[src/rtl/fp_pkg.sv]
// Shared floating-point datapath definitions: default exponent geometry,
// legal-range helpers and the exponent result bundle.
package fp_pkg;

    localparam int EXP_W_DEF = 4;
    localparam int BIAS_DEF  = 7;
    localparam int EXP_W_MAX = 16;

    // Exponent field is sized for the widest supported format; narrower users take the low bits.
    typedef struct packed {
        logic [EXP_W_MAX-1:0] exponente;
        logic                 overflow;
        logic                 underflow;
    } exp_result_t;

    function automatic int exp_min(input int reserved);
        return (reserved != 0) ? 1 : 0;
    endfunction

    function automatic int exp_max(input int exp_w, input int reserved);
        return (1 << exp_w) - ((reserved != 0) ? 2 : 1);
    endfunction

endpackage

[src/rtl/exp_rango_check.sv]
// Range check of an unbiased exponent difference: raises overflow/underflow
// and optionally clamps the exponent to the representable range.
module exp_rango_check
    import fp_pkg::*;
#(
    parameter int EXP_W    = EXP_W_DEF,
    parameter int RESERVED = 0,
    parameter int SATURATE = 1
) (
    input  logic signed [EXP_W+1:0] diff,
    output exp_result_t             resultado
);

    localparam logic signed [EXP_W+1:0] MIN_S  = (EXP_W+2)'(exp_min(RESERVED));
    localparam logic signed [EXP_W+1:0] MAX_S  = (EXP_W+2)'(exp_max(EXP_W, RESERVED));
    // With reserved codes an overflow maps to the all-ones infinity code rather than MAX.
    localparam logic [EXP_W-1:0]        SAT_HI = (RESERVED != 0) ? '1 : MAX_S[EXP_W-1:0];

    logic             overflow;
    logic             underflow;
    logic [EXP_W-1:0] exp_v;

    always_comb begin
        overflow  = diff > MAX_S;
        underflow = diff < MIN_S;
        exp_v     = diff[EXP_W-1:0];
        if (SATURATE != 0) begin
            if (overflow) begin
                exp_v = SAT_HI;
            end else if (underflow) begin
                exp_v = '0;
            end
        end
        resultado           = '0;
        resultado.exponente = EXP_W_MAX'(exp_v);
        resultado.overflow  = overflow;
        resultado.underflow = underflow;
    end

endmodule

[src/rtl/sumador_exponente_pipe.sv]
// Two-stage valid/ready exponent adder: e1 + e2 + carry - BIAS with
// range flags and optional saturation for the multiplier datapath.
module sumador_exponente_pipe
    import fp_pkg::*;
#(
    parameter int EXP_W    = EXP_W_DEF,
    parameter int BIAS     = BIAS_DEF,
    parameter int RESERVED = 0,
    parameter int SATURATE = 1
) (
    input  logic             i_clk,
    input  logic             i_rst,
    input  logic             i_valid,
    output logic             o_ready,
    input  logic [EXP_W-1:0] i_exponente_1,
    input  logic [EXP_W-1:0] i_exponente_2,
    input  logic             i_carry_exponente,
    output logic             o_valid,
    input  logic             i_ready,
    output logic [EXP_W-1:0] o_exponente,
    output logic             o_overflow,
    output logic             o_underflow
);

    localparam int SW = EXP_W + 2;

    logic                 s1_valid;
    logic [SW-1:0]        s1_sum;
    logic                 s2_valid;
    logic                 s1_load;
    logic                 s2_load;
    logic signed [SW-1:0] diff;
    exp_result_t          res;
    logic                 unused_hi;

    // Two extra bits keep the full sum and the signed difference free of wrap.
    assign diff      = $signed(s1_sum - SW'(BIAS));
    assign s2_load   = !s2_valid || i_ready;
    assign s1_load   = !s1_valid || s2_load;
    assign o_ready   = s1_load;
    assign o_valid   = s2_valid;
    assign unused_hi = ^res.exponente;

    exp_rango_check #(
        .EXP_W    (EXP_W),
        .RESERVED (RESERVED),
        .SATURATE (SATURATE)
    ) u_rango (
        .diff      (diff),
        .resultado (res)
    );

    always_ff @(posedge i_clk) begin
        if (i_rst) begin
            s1_valid    <= 1'b0;
            s1_sum      <= '0;
            s2_valid    <= 1'b0;
            o_exponente <= '0;
            o_overflow  <= 1'b0;
            o_underflow <= 1'b0;
        end else begin
            if (s2_load) begin
                s2_valid <= s1_valid;
                if (s1_valid) begin
                    o_exponente <= res.exponente[EXP_W-1:0];
                    o_overflow  <= res.overflow;
                    o_underflow <= res.underflow;
                end
            end
            if (s1_load) begin
                s1_valid <= i_valid;
                if (i_valid) begin
                    s1_sum <= SW'(i_exponente_1) + SW'(i_exponente_2) + SW'(i_carry_exponente);
                end
            end
        end
    end

endmodule

[config.mk]
export PLATFORM = sky130hd
export DESIGN_NAME = sumador_exponente_pipe
export DESIGN_NICKNAME = d
export VERILOG_FILES = /design/src/rtl/fp_pkg.sv /design/src/rtl/exp_rango_check.sv /design/src/rtl/sumador_exponente_pipe.sv
export SDC_FILE = /design/constraint.sdc
export NUM_CORES = 1
export LEC_CHECK = 0
export CORE_MARGIN = 1
export CORE_UTILIZATION = 46
export CTS_CLUSTER_SIZE = 14
export DETAILED_ROUTE_END_ITERATION = 6
export MAX_ROUTING_LAYER = met4
export PLACE_DENSITY = 0.8
export SLEW_MARGIN = 20
export SYNTH_ARGS = -nofsm -noshare
export SYNTH_HDL_FRONTEND = slang
export SYNTH_SLANG_ARGS = --single-unit
[constraint.sdc]
create_clock -name i_clk -period 1.66 [get_ports i_clk]
set_input_delay 0.249 -clock i_clk [delete_from_list [all_inputs] [get_ports i_clk]]
set_output_delay 0.249 -clock i_clk [all_outputs]
set_load 0.03 [all_outputs]
==> flow_results.org, run 1 <==
** Pwr
- IR analysis of the VDD net gives a maximum drop of 0.000444 V.
- Total power draw :: 763 uW
- For this design the ratio of total power to cell area is 730 nW/um2.
- In this run the static leakage power is 0.000415 uW.

** Synth
- Unique masters post-synth :: 36
- The share of the Yosys chip area taken by registers is 0.335.
- Gate Count Post-Synth :: 88
- Top cells by instance count after synthesis :: 14 x sky130_fd_sc_hd__a21oi_1, 13 x sky130_fd_sc_hd__dfxtp_1, 9 x sky130_fd_sc_hd__inv_1
- The number of nets handed over by synthesis was 107.
- Leading cell types by total area after synthesis :: sky130_fd_sc_hd__dfxtp_1 34%, sky130_fd_sc_hd__a21oi_1 9.0%, sky130_fd_sc_hd__ha_1 6.5%
- Async S/R FF share, synth :: 0
- The synthesized design contains 0 enable-type register cells.
- Leading register cell type out of synthesis :: sky130_fd_sc_hd__dfxtp_1
- Most area-hungry cell type in the Yosys netlist :: sky130_fd_sc_hd__dfxtp_1
- Cell area after synthesis :: 776 um2
- Most frequently used cell type in the post-synthesis netlist :: sky130_fd_sc_hd__a21oi_1
- Synth Area per Inst :: 8.82 um2
- The share of synthesized area in the top cell type comes to 0.335.
- The synthesized design contains 13 register bits.
- Ys Warns :: 0

** Critical path
- For this run, the slowest stage of the critical path takes 0.44 ns.
- Reg-to-reg setup timing slack :: 0.28 ns
- On the critical path, the stage with the largest delay is an instance of sky130_fd_sc_hd__fa_2.
- The startpoint identified for the worst register-to-register timing path is s1_sum[0]$_SDFFE_PP0P_.
- Startpoint type of the worst setup path :: input port
- Category of the critical setup timing path :: input port to register
- STA puts the critical path data required time at 1.85 ns.
- Critical Path Sink Type :: register
- End point of the critical path :: s1_sum[1]$_SDFFE_PP0P_
- CP most frequent cell :: sky130_fd_sc_hd__fa_2
- Cell count of the worst reg-to-reg path :: 3
- The worst register-to-register path ends at o_exponente[3]$_SDFFE_PP0P_.
- In this run the worst path has a maximum fanout of 2.
- Setup crit start :: i_exponente_2[0]
- Data arrives at the worst endpoint at 1.77 ns.
- Critical Path, Cell by Cell :: clkdlybuf4s50_1, fa_2, inv_1, fa_2, a211oi_1

** Timing
- Worst path setup slack after routing :: 0.0732 ns
- The final number of hold-violating endpoints was 0.
- Unrepaired setup endpoints after global routing :: no
- Pins Over Slew Limit :: 0
- Fin crit share :: 0.956
- Setup violations remaining at the end of the flow were counted as 0.
- Clock skew :: 0.000433 ns
- The worst path needs 1.59 ns of the cycle, external delays included.
- Fmax :: 0.630 GHz
- At the pin with the least slew margin, the transition time is 0.402 ns.
- The worst pin sits at a relative slew slack of 0.728.

** Placement
- The count of buffers added on input and output ports is 20.
- After legalization and detailed placement, the total HPWL measured 1.33 mm.
- GP Congestion :: 0.780
- At the placement stage, the worst setup path has a slack of -0.278 ns.

** Die
- In this run the vertical extent of the chip is 43.1 um.
- Area inside the core boundary :: 1540 um2
- Effective utilization at floorplan :: 0.503
- The die is 43.1 um wide.
- Cell row count :: 14
- The die covers 1850 um2.
- For this design the top-level I/O count stands at 21.

** Clocking
- Clock latency on the worst-skew pair, taken at its later pin, is 0.27 ns.
- Clock Tree Buf Depth :: 2
- Clock-pin slew was measured on the worst setup and hold paths at 0.08 ns.
- Post CTS Setup Buffer Count :: 0
- Number of H-tree levels :: 1
- Post-cts gate resize count :: 0
- In this run the clock root is driven by a sky130_fd_sc_hd__clkbuf_4.
- TritonCTS buffer count :: 3
- Hold-fix buffers, CTS :: 0
- CTS tree :: yes
- Clock net sink count :: 13

** Routing
- After detailed routing, the average wire length per cell comes to 13.3 um.
- After the first detailed-routing iteration, the DRC count stood at 10.
- Top sig layer :: met4
- Met2 wire length :: 922 um
- The final layout contains routed wiring with a total length of 1.72 mm.
- For this run, design rule violations remaining after detail routing come to 0.
- Via-to-Cell Ratio :: 5.85
- ANT nets after route :: 0
- First drt pass iteration count :: 4
- Vias after detailed routing :: 760
- Detailed routing placed a total of 64 um of wire on met3.
- DRT met1 WL :: 714 um

** Hold path
- Tightest Hold Check Type :: register to register

** Finish
- Layout area overhead :: 34.7%
- Final layout net count :: 134
- Ant diodes :: 0
- Layout cells sized above 1 :: 0.132
- End-of-flow core utilization :: 0.678
- Counting the fill cells in the layout gives 136.

** Global route
- The first global-routing pass estimated 3.02 mm of wire.
- Entering global routing, the biggest net connects 14 pins.
- The total overflow left after global routing is 0.
- Antenna violations before repair :: 0
- The number of global-route vias before repair is 750.
- In the global route stage, overall resource usage came out at 0.220.

** Flow run
- Number of max-cap violations :: 0

** Status
- The run finished with clean final reports.
## per-layer routing
metal / track usage / up-vias
met1: 0.224 / 349
met2: 0.388 / 25
met5: - / -
met4: 0.139 / 0
met3: 0.0340 / 2
li1: - / 384
## worst max-delay path, delay by kind of cell
kind	cells	cell delay, ns
buf+inv	2	0.51
fa+ha+maj	2	0.81
compound gates	1	0.20
## cells by family (layout without fill, tap and decap cells)
group	Yosys count	in the layout	share of synthesized area
compound gates	35	35	0.310
fa+ha+maj	6	6	0.116
simple gates	18	18	0.134
buf+inv	15	41	0.0935
xor+xnor	1	1	0.0113
flops	13	13	0.335
## cell usage in the layout (no fill, tap or decap), types with 2 or more instances in the layout
master	n
sky130_fd_sc_hd__clkbuf_4	3
sky130_fd_sc_hd__nand3b_1	2
sky130_fd_sc_hd__a21oi_1	14
sky130_fd_sc_hd__dfxtp_1	13
sky130_fd_sc_hd__buf_4	8
sky130_fd_sc_hd__fa_2	2
sky130_fd_sc_hd__clkdlybuf4s50_1	18
sky130_fd_sc_hd__inv_1	9
sky130_fd_sc_hd__o21ai_0	3
sky130_fd_sc_hd__o211ai_1	2
sky130_fd_sc_hd__a211oi_1	2
sky130_fd_sc_hd__a311oi_1	4
sky130_fd_sc_hd__nand2_1	2
sky130_fd_sc_hd__nand3_1	3
sky130_fd_sc_hd__nor2_1	2
sky130_fd_sc_hd__ha_1	4
sky130_fd_sc_hd__nand2b_1	2
## power by group
part | leakage, uW | switching (uW) | internal [uW]
clock network | 0.0000150 | 100 | 92.9
logic | 0.000293 | 101 | 109
registers | 0.000107 | 24.3 | 335
## layout make-up
| type | count | area, um2 | area share |
|---|---|---|---|
| Sequential cell | 13 | 260 | 0.249 |
| Multi-Input combinational cell | 60 | 448 | 0.429 |
| Clock buffer | 4 | 26.3 | 0.0251 |
| Inverter | 10 | 37.5 | 0.0359 |
| Timing Repair Buffer | 27 | 253 | 0.242 |
| Tap cell | 16 | 20.0 | 0.0192 |
## sequential cells by signal, summed over array words and instances (netlist names)
| signal | flops |
|---|---|
| o_exponente | 4 |
| o_overflow | 1 |
| o_underflow | 1 |
| o_valid | 1 |
| s1_sum | 5 |
| s1_valid | 1 |
## worst min path at each step
| stage | startpoint | endpoint | slack (ns) | cells past startpoint |
|---|---|---|---|---|
| 3_3_place_gp | o_exponente[2]$_SDFFE_PP0P_ | o_exponente[2]$_SDFFE_PP0P_ | 0.47 | 2 |
| 4_1_cts | o_exponente[2]$_SDFFE_PP0P_ | o_exponente[2]$_SDFFE_PP0P_ | 0.48 | 2 |
| 6_report | o_exponente[2]$_SDFFE_PP0P_ | o_exponente[2]$_SDFFE_PP0P_ | 0.48 | 2 |
| 5_1_grt | o_exponente[2]$_SDFFE_PP0P_ | o_exponente[2]$_SDFFE_PP0P_ | 0.51 | 2 |
| 3_5_place_dp | o_exponente[2]$_SDFFE_PP0P_ | o_exponente[2]$_SDFFE_PP0P_ | 0.47 | 2 |
| 2_1_floorplan | i_rst | s1_sum[4]$_SDFFE_PP0P_ | 0.32 | 1 |
## stage by stage
stage / TNS [ns] / instances / hold WS, ns / area (um2)
floorplan: 0 / 88 / 0.321 / 776
global placement: -0.852 / 126 / 0.466 / 1010
detailed placement: -1.04 / 126 / 0.467 / 1010
CTS: 0 / 130 / 0.478 / 1040
global route: 0 / 130 / 0.513 / 1040
finish: 0 / 130 / 0.478 / 1040
Power figures use the tool's default switching activity.
==> run 2, diff against run 1 <==
ABC_AREA = 1   (was unset)
CORE_UTILIZATION = 45   (was 46)
PLACE_DENSITY = 0.79   (was 0.8)
==> run 2 against run 1 <==
  * Critical path depth fell by 4
  * Hold slack better by 0.045 ns
  * Global-route usage down 3.2 points
  * Clock skew about the same
  * Fmax fell by 0.14%
  * Critical path type is now register to output pin
  * Via count down 8.6%
  * Wire length down 16%
  * Sequential power about the same
  * Flip-flop and latch count unchanged
  * Utilization down 3.7 points
  * Register-to-register slack improved by 0.15 ns
  * Clock power about the same
==> flow_results.org, run 2 <==
** Status
- Run status: finished clean (unchanged).

** Timing
- Post-layout min period :: 1.59 ns (about the same)
- Unrepaired setup endpoints after global routing :: no (unchanged)
- Worst path setup slack after routing :: 0.0710 ns (was 0.0732 ns)
- The final number of hold-violating endpoints came to 0 (unchanged).
- Fmax :: 0.629 GHz (was 0.630 GHz)
- The count of endpoints failing setup in the final report was 0 (unchanged).
- Fin crit share :: 0.957 (was 0.956)
- The transition time of the tightest slew-check pin was 0.313 ns (was 0.402 ns).
- Max_slew headroom :: 0.791 (was 0.728)
- Clock skew :: 0.000477 ns (was 0.000433 ns)
- The max-slew violation count was 0 (unchanged).
- Hold slack final :: 0.523 ns (was 0.478 ns)

** Die
- Floorplan die area :: 1810 um2 (was 1850 um2)
- The boundary pin count was 21 (unchanged).
- The starting utilization of the core area was 0.486 (was 0.503).
- The core outline area is 1520 um2 (was 1540 um2).
- Chip Width :: 42.6 um (was 43.1 um)
- Die H :: 42.6 um (was 43.1 um)
- Cell row count :: 14 (unchanged)

** Critical path
- End point of the critical path :: o_valid (was s1_sum[1]$_SDFFE_PP0P_)
- Setup crit start :: o_valid$_SDFFE_PP0P_ (was i_exponente_2[0])
- Crit-path max FO :: 3 (was 2)
- Critical Path, Cell by Cell: clkdlybuf4s50_1 (was clkdlybuf4s50_1, fa_2, inv_1, fa_2, a211oi_1).
- The critical path buffer and inverter count is 1 (was 2).
- The critical path depth came to 1 (was 5).
- The worst endpoint data arrival time was 1.34 ns (was 1.77 ns).
- The sort of element at the start of the critical path is a register (was input port).
- Reg-to-reg setup timing slack :: 0.43 ns (was 0.28 ns)
- The critical path class is register to output pin (was input port to register).
- The critical path's largest stage delay came to 0.68 ns (was 0.44 ns).
- Cell type group with the largest total delay on the critical path :: buffers and inverters (was adder cells)
- The end of the worst register-to-register path is o_exponente[3]$_SDFFE_PP0P_ (unchanged).
- Critical Path Sink Type :: output pin (was register)
- Reg-to-reg startpoint :: s1_sum[0]$_SDFFE_PP0P_ (unchanged)
- The worst reg-to-reg path cell count was 8 (was 3).
- The cell at the slowest stage of the critical path is sky130_fd_sc_hd__clkdlybuf4s50_1 (was sky130_fd_sc_hd__fa_2).
- Worst EP required :: 1.41 ns (was 1.85 ns)

** Clocking
- The count of H-tree levels built during CTS was 1 (unchanged).
- CTS tree :: yes (unchanged)
- The total clock buffers created by CTS was 3 (unchanged).
- The clock latency on the worst-skew pair was 0.27 ns (about the same).
- Clock slew at reported path FFs :: 0.08 ns (about the same)
- Post CTS Setup Buffer Count :: 0 (unchanged)
- The number of clock sinks is 13 (unchanged).
- Root cell of the clock tree :: sky130_fd_sc_hd__clkbuf_4 (unchanged)
- Hold-fix buffers, CTS :: 0 (unchanged)
- The maximum buffer depth of the clock tree is 2 (unchanged).

** Finish
- Layout area overhead :: 31.8% (was 34.7%)
- Layout cells sized above 1 :: 0.148 (was 0.132)
- Total of fill cells in the finished design :: 143 (was 136)
- Most frequent cells in the layout :: 19 x sky130_fd_sc_hd__clkdlybuf4s50_1, 15 x sky130_fd_sc_hd__nand2_1, 15 x sky130_fd_sc_hd__nor2_1, 13 x sky130_fd_sc_hd__dfxtp_1, 11 x sky130_fd_sc_hd__inv_1 (was 18 x sky130_fd_sc_hd__clkdlybuf4s50_1, 14 x sky130_fd_sc_hd__a21oi_1, 13 x sky130_fd_sc_hd__dfxtp_1, 9 x sky130_fd_sc_hd__inv_1, 8 x sky130_fd_sc_hd__buf_4)
- Ant diodes :: 0 (unchanged)
- Largest registers ranked by flip-flop count: s1_sum (5), o_exponente (4) (unchanged).
- Flip-flop count of the largest register after layout :: 5 (unchanged)
- Most common cell after layout, fill and taps aside :: sky130_fd_sc_hd__clkdlybuf4s50_1 (unchanged)
- The largest register by flop count is s1_sum (unchanged).
- Final layout net count :: 142 (was 134)
- The summed area of non-filler cells in the final layout was 976 um2 (was 1040 um2).
- The core occupancy in the finished layout came to 0.640 (was 0.678).
- The non-filler instance count after layout came to 138 (was 130).

** Placement
- The post-DP HPWL is 1.14 mm (was 1.33 mm).
- The final RePlAce weighted congestion was 0.754 (was 0.780).
- The number of buffer cells added on primary ports is 20 (unchanged).
- Post-Place Cell Area :: 947 um2 (was 1010 um2)
- The number of placed instances with taps included was 134 (was 126).
- The worst setup slack after placement is -0.243 ns (was -0.278 ns).

** Pwr
- The sequential fraction of design power came to 0.461 (was 0.471).
- Worst VDD drop :: 0.000462 V (was 0.000444 V)
- Int Pwr :: 533 uW (was 538 uW)
- The proportion of power drawn by combinational gates is 0.287 (was 0.275).
- The switching part of the total power came to 0.315 (was 0.295).
- The switching power came to 245 uW (was 225 uW).
- Pwr/cell area :: 797 nW/um2 (was 730 nW/um2)
- The share of power burned in the clock network came to 0.251 (was 0.253).
- Leakage component of the power :: 0.000459 uW (was 0.000415 uW)

** Routing
- The average wire per cell in the routed design is 10.5 um (was 13.3 um).
- The number of remaining DRC errors was 0 (unchanged).
- The total detailed-routing wirelength came to 1.45 mm (was 1.72 mm).
- ANT nets after route :: 0 (unchanged)
- Via-to-Cell Ratio :: 5.04 (was 5.85)
- The count of vias placed by the detailed router is 695 (was 760).
- The number of design-rule violations left by the first detailed-router iteration was 14 (was 10).
- First drt pass iteration count :: 4 (unchanged)

** Synth
- The adder-cell share of the synthesized area is 0.122 (was 0.116).
- Mux share of post-synthesis cell area :: 0 (unchanged)
- Fraction of synthesized cell area taken by the top area cell type :: 0.351 (was 0.335)
- The most frequently used flop master after synthesis is sky130_fd_sc_hd__dfxtp_1 (unchanged).
- Gate Count Post-Synth :: 99 (was 88)
- The fraction of synthesis flops using an asynchronous set or reset pin is 0 (unchanged).
- The unique cell type count in the Yosys netlist was 18 (was 36).
- The share of the yosys chip area belonging to registers is 0.351 (was 0.335).
- Most area-hungry cell type in the Yosys netlist :: sky130_fd_sc_hd__dfxtp_1 (unchanged)
- The mean cell area of the mapped netlist was 7.48 um2 (was 8.82 um2).
- Leading cell types by total area after synthesis :: sky130_fd_sc_hd__dfxtp_1 35%, sky130_fd_sc_hd__nand2_1 7.6%, sky130_fd_sc_hd__nor2_1 7.6% (was sky130_fd_sc_hd__dfxtp_1 34%, sky130_fd_sc_hd__a21oi_1 9.0%, sky130_fd_sc_hd__ha_1 6.5%)
- XOR/XNOR Fraction of Synth Area :: 0.0236 (was 0.0113)
- The main combinational cell family by area after synthesis is simple AND/OR/NAND/NOR gates (was compound AO/OA/AOI/OAI gates).
- Ys Warns :: 0 (unchanged)
- The count of flip-flops with a built-in enable after synthesis is 0 (unchanged).
- The simple-gate area share of the yosys netlist is 0.309 (was 0.134).
- Top cells by instance count after synthesis: 15 x sky130_fd_sc_hd__nand2_1, 15 x sky130_fd_sc_hd__nor2_1, 13 x sky130_fd_sc_hd__dfxtp_1 (was 14 x sky130_fd_sc_hd__a21oi_1, 13 x sky130_fd_sc_hd__dfxtp_1, 9 x sky130_fd_sc_hd__inv_1).
- The total standard cell area after synthesis was 741 um2 (was 776 um2).
- Synth Area in Compound Gates :: 0.108 (was 0.310)
- Syn_nets :: 118 (was 107)
- The total of flip-flops plus latches after synthesis came to 13 (unchanged).

** Global route
- Wire length of the first global-routing pass :: 2.49 mm (was 3.02 mm)
- Number of global-route vias before repair :: 696 (was 750)
- The total overflow reported by the global router was 0 (unchanged).
- Maximum number of pins on one net before global-route repair :: 12 (was 14)
- The overall global routing resource usage is 0.188 (was 0.220).
- The number of antenna violations at the first check in global routing is 0 (unchanged).

** Flow run
- Number of max-cap violations :: 0 (unchanged)

** Hold path
- The worst min-delay path class is register to register (unchanged).
run 2: power by group through the flow:
stage,logic (uW),registers (uW),clock network (uW)
floorplan,121,389,0
global placement,217,365,0
detailed placement,223,366,0
CTS,224,359,199
global route,251,362,210
finish,224,359,195
run 2: cells by family after synthesis:
kind of cell,after synthesis
fa+ha+maj,6
buf+inv,15
xor+xnor,2
flops,13
simple gates,47
compound gates,16
run 2: layout make-up:
type | count | area, um2 | area share
Tap cell | 16 | 20.0 | 0.0205
Clock buffer | 4 | 26.3 | 0.0269
Sequential cell | 13 | 260 | 0.267
Inverter | 14 | 52.6 | 0.0538
Timing Repair Buffer | 20 | 198 | 0.203
Multi-Input combinational cell | 71 | 419 | 0.429
run 2: layer usage:
layer | global-route usage | share of wire
met1 | 0.171 | 0.42
met2 | 0.332 | 0.51
met3 | 0.0690 | 0.049
met4 | 0.106 | 0.024
met5 | - | 0
run 2: what timing repair did:
item | in CTS | in global routing
setup endpoints to repair | 0 | 1
endpoints found under the hold margin | 0 | 0
gates resized for setup | 0 | 1
run 2: metrics by stage:
step	power, uW	TNS (ns)
floorplan	509	0
global placement	582	-0.418
detailed placement	589	-0.602
CTS	782	0
global route	824	0
finish	778	0
run 2: how the worst min path moves through the flow:
stage	from	endpoint	slack (ns)	cells after the start
after global placement	o_valid$_SDFFE_PP0P_	o_valid$_SDFFE_PP0P_	0.50	2
after detailed placement	o_exponente[0]$_SDFFE_PP0P_	o_exponente[0]$_SDFFE_PP0P_	0.51	2
after global routing	o_exponente[0]$_SDFFE_PP0P_	o_exponente[0]$_SDFFE_PP0P_	0.56	2
final	o_exponente[0]$_SDFFE_PP0P_	o_exponente[0]$_SDFFE_PP0P_	0.52	2
after CTS	o_exponente[0]$_SDFFE_PP0P_	o_exponente[0]$_SDFFE_PP0P_	0.52	2
after floorplan	i_rst	o_valid$_SDFFE_PP0P_	0.32	1
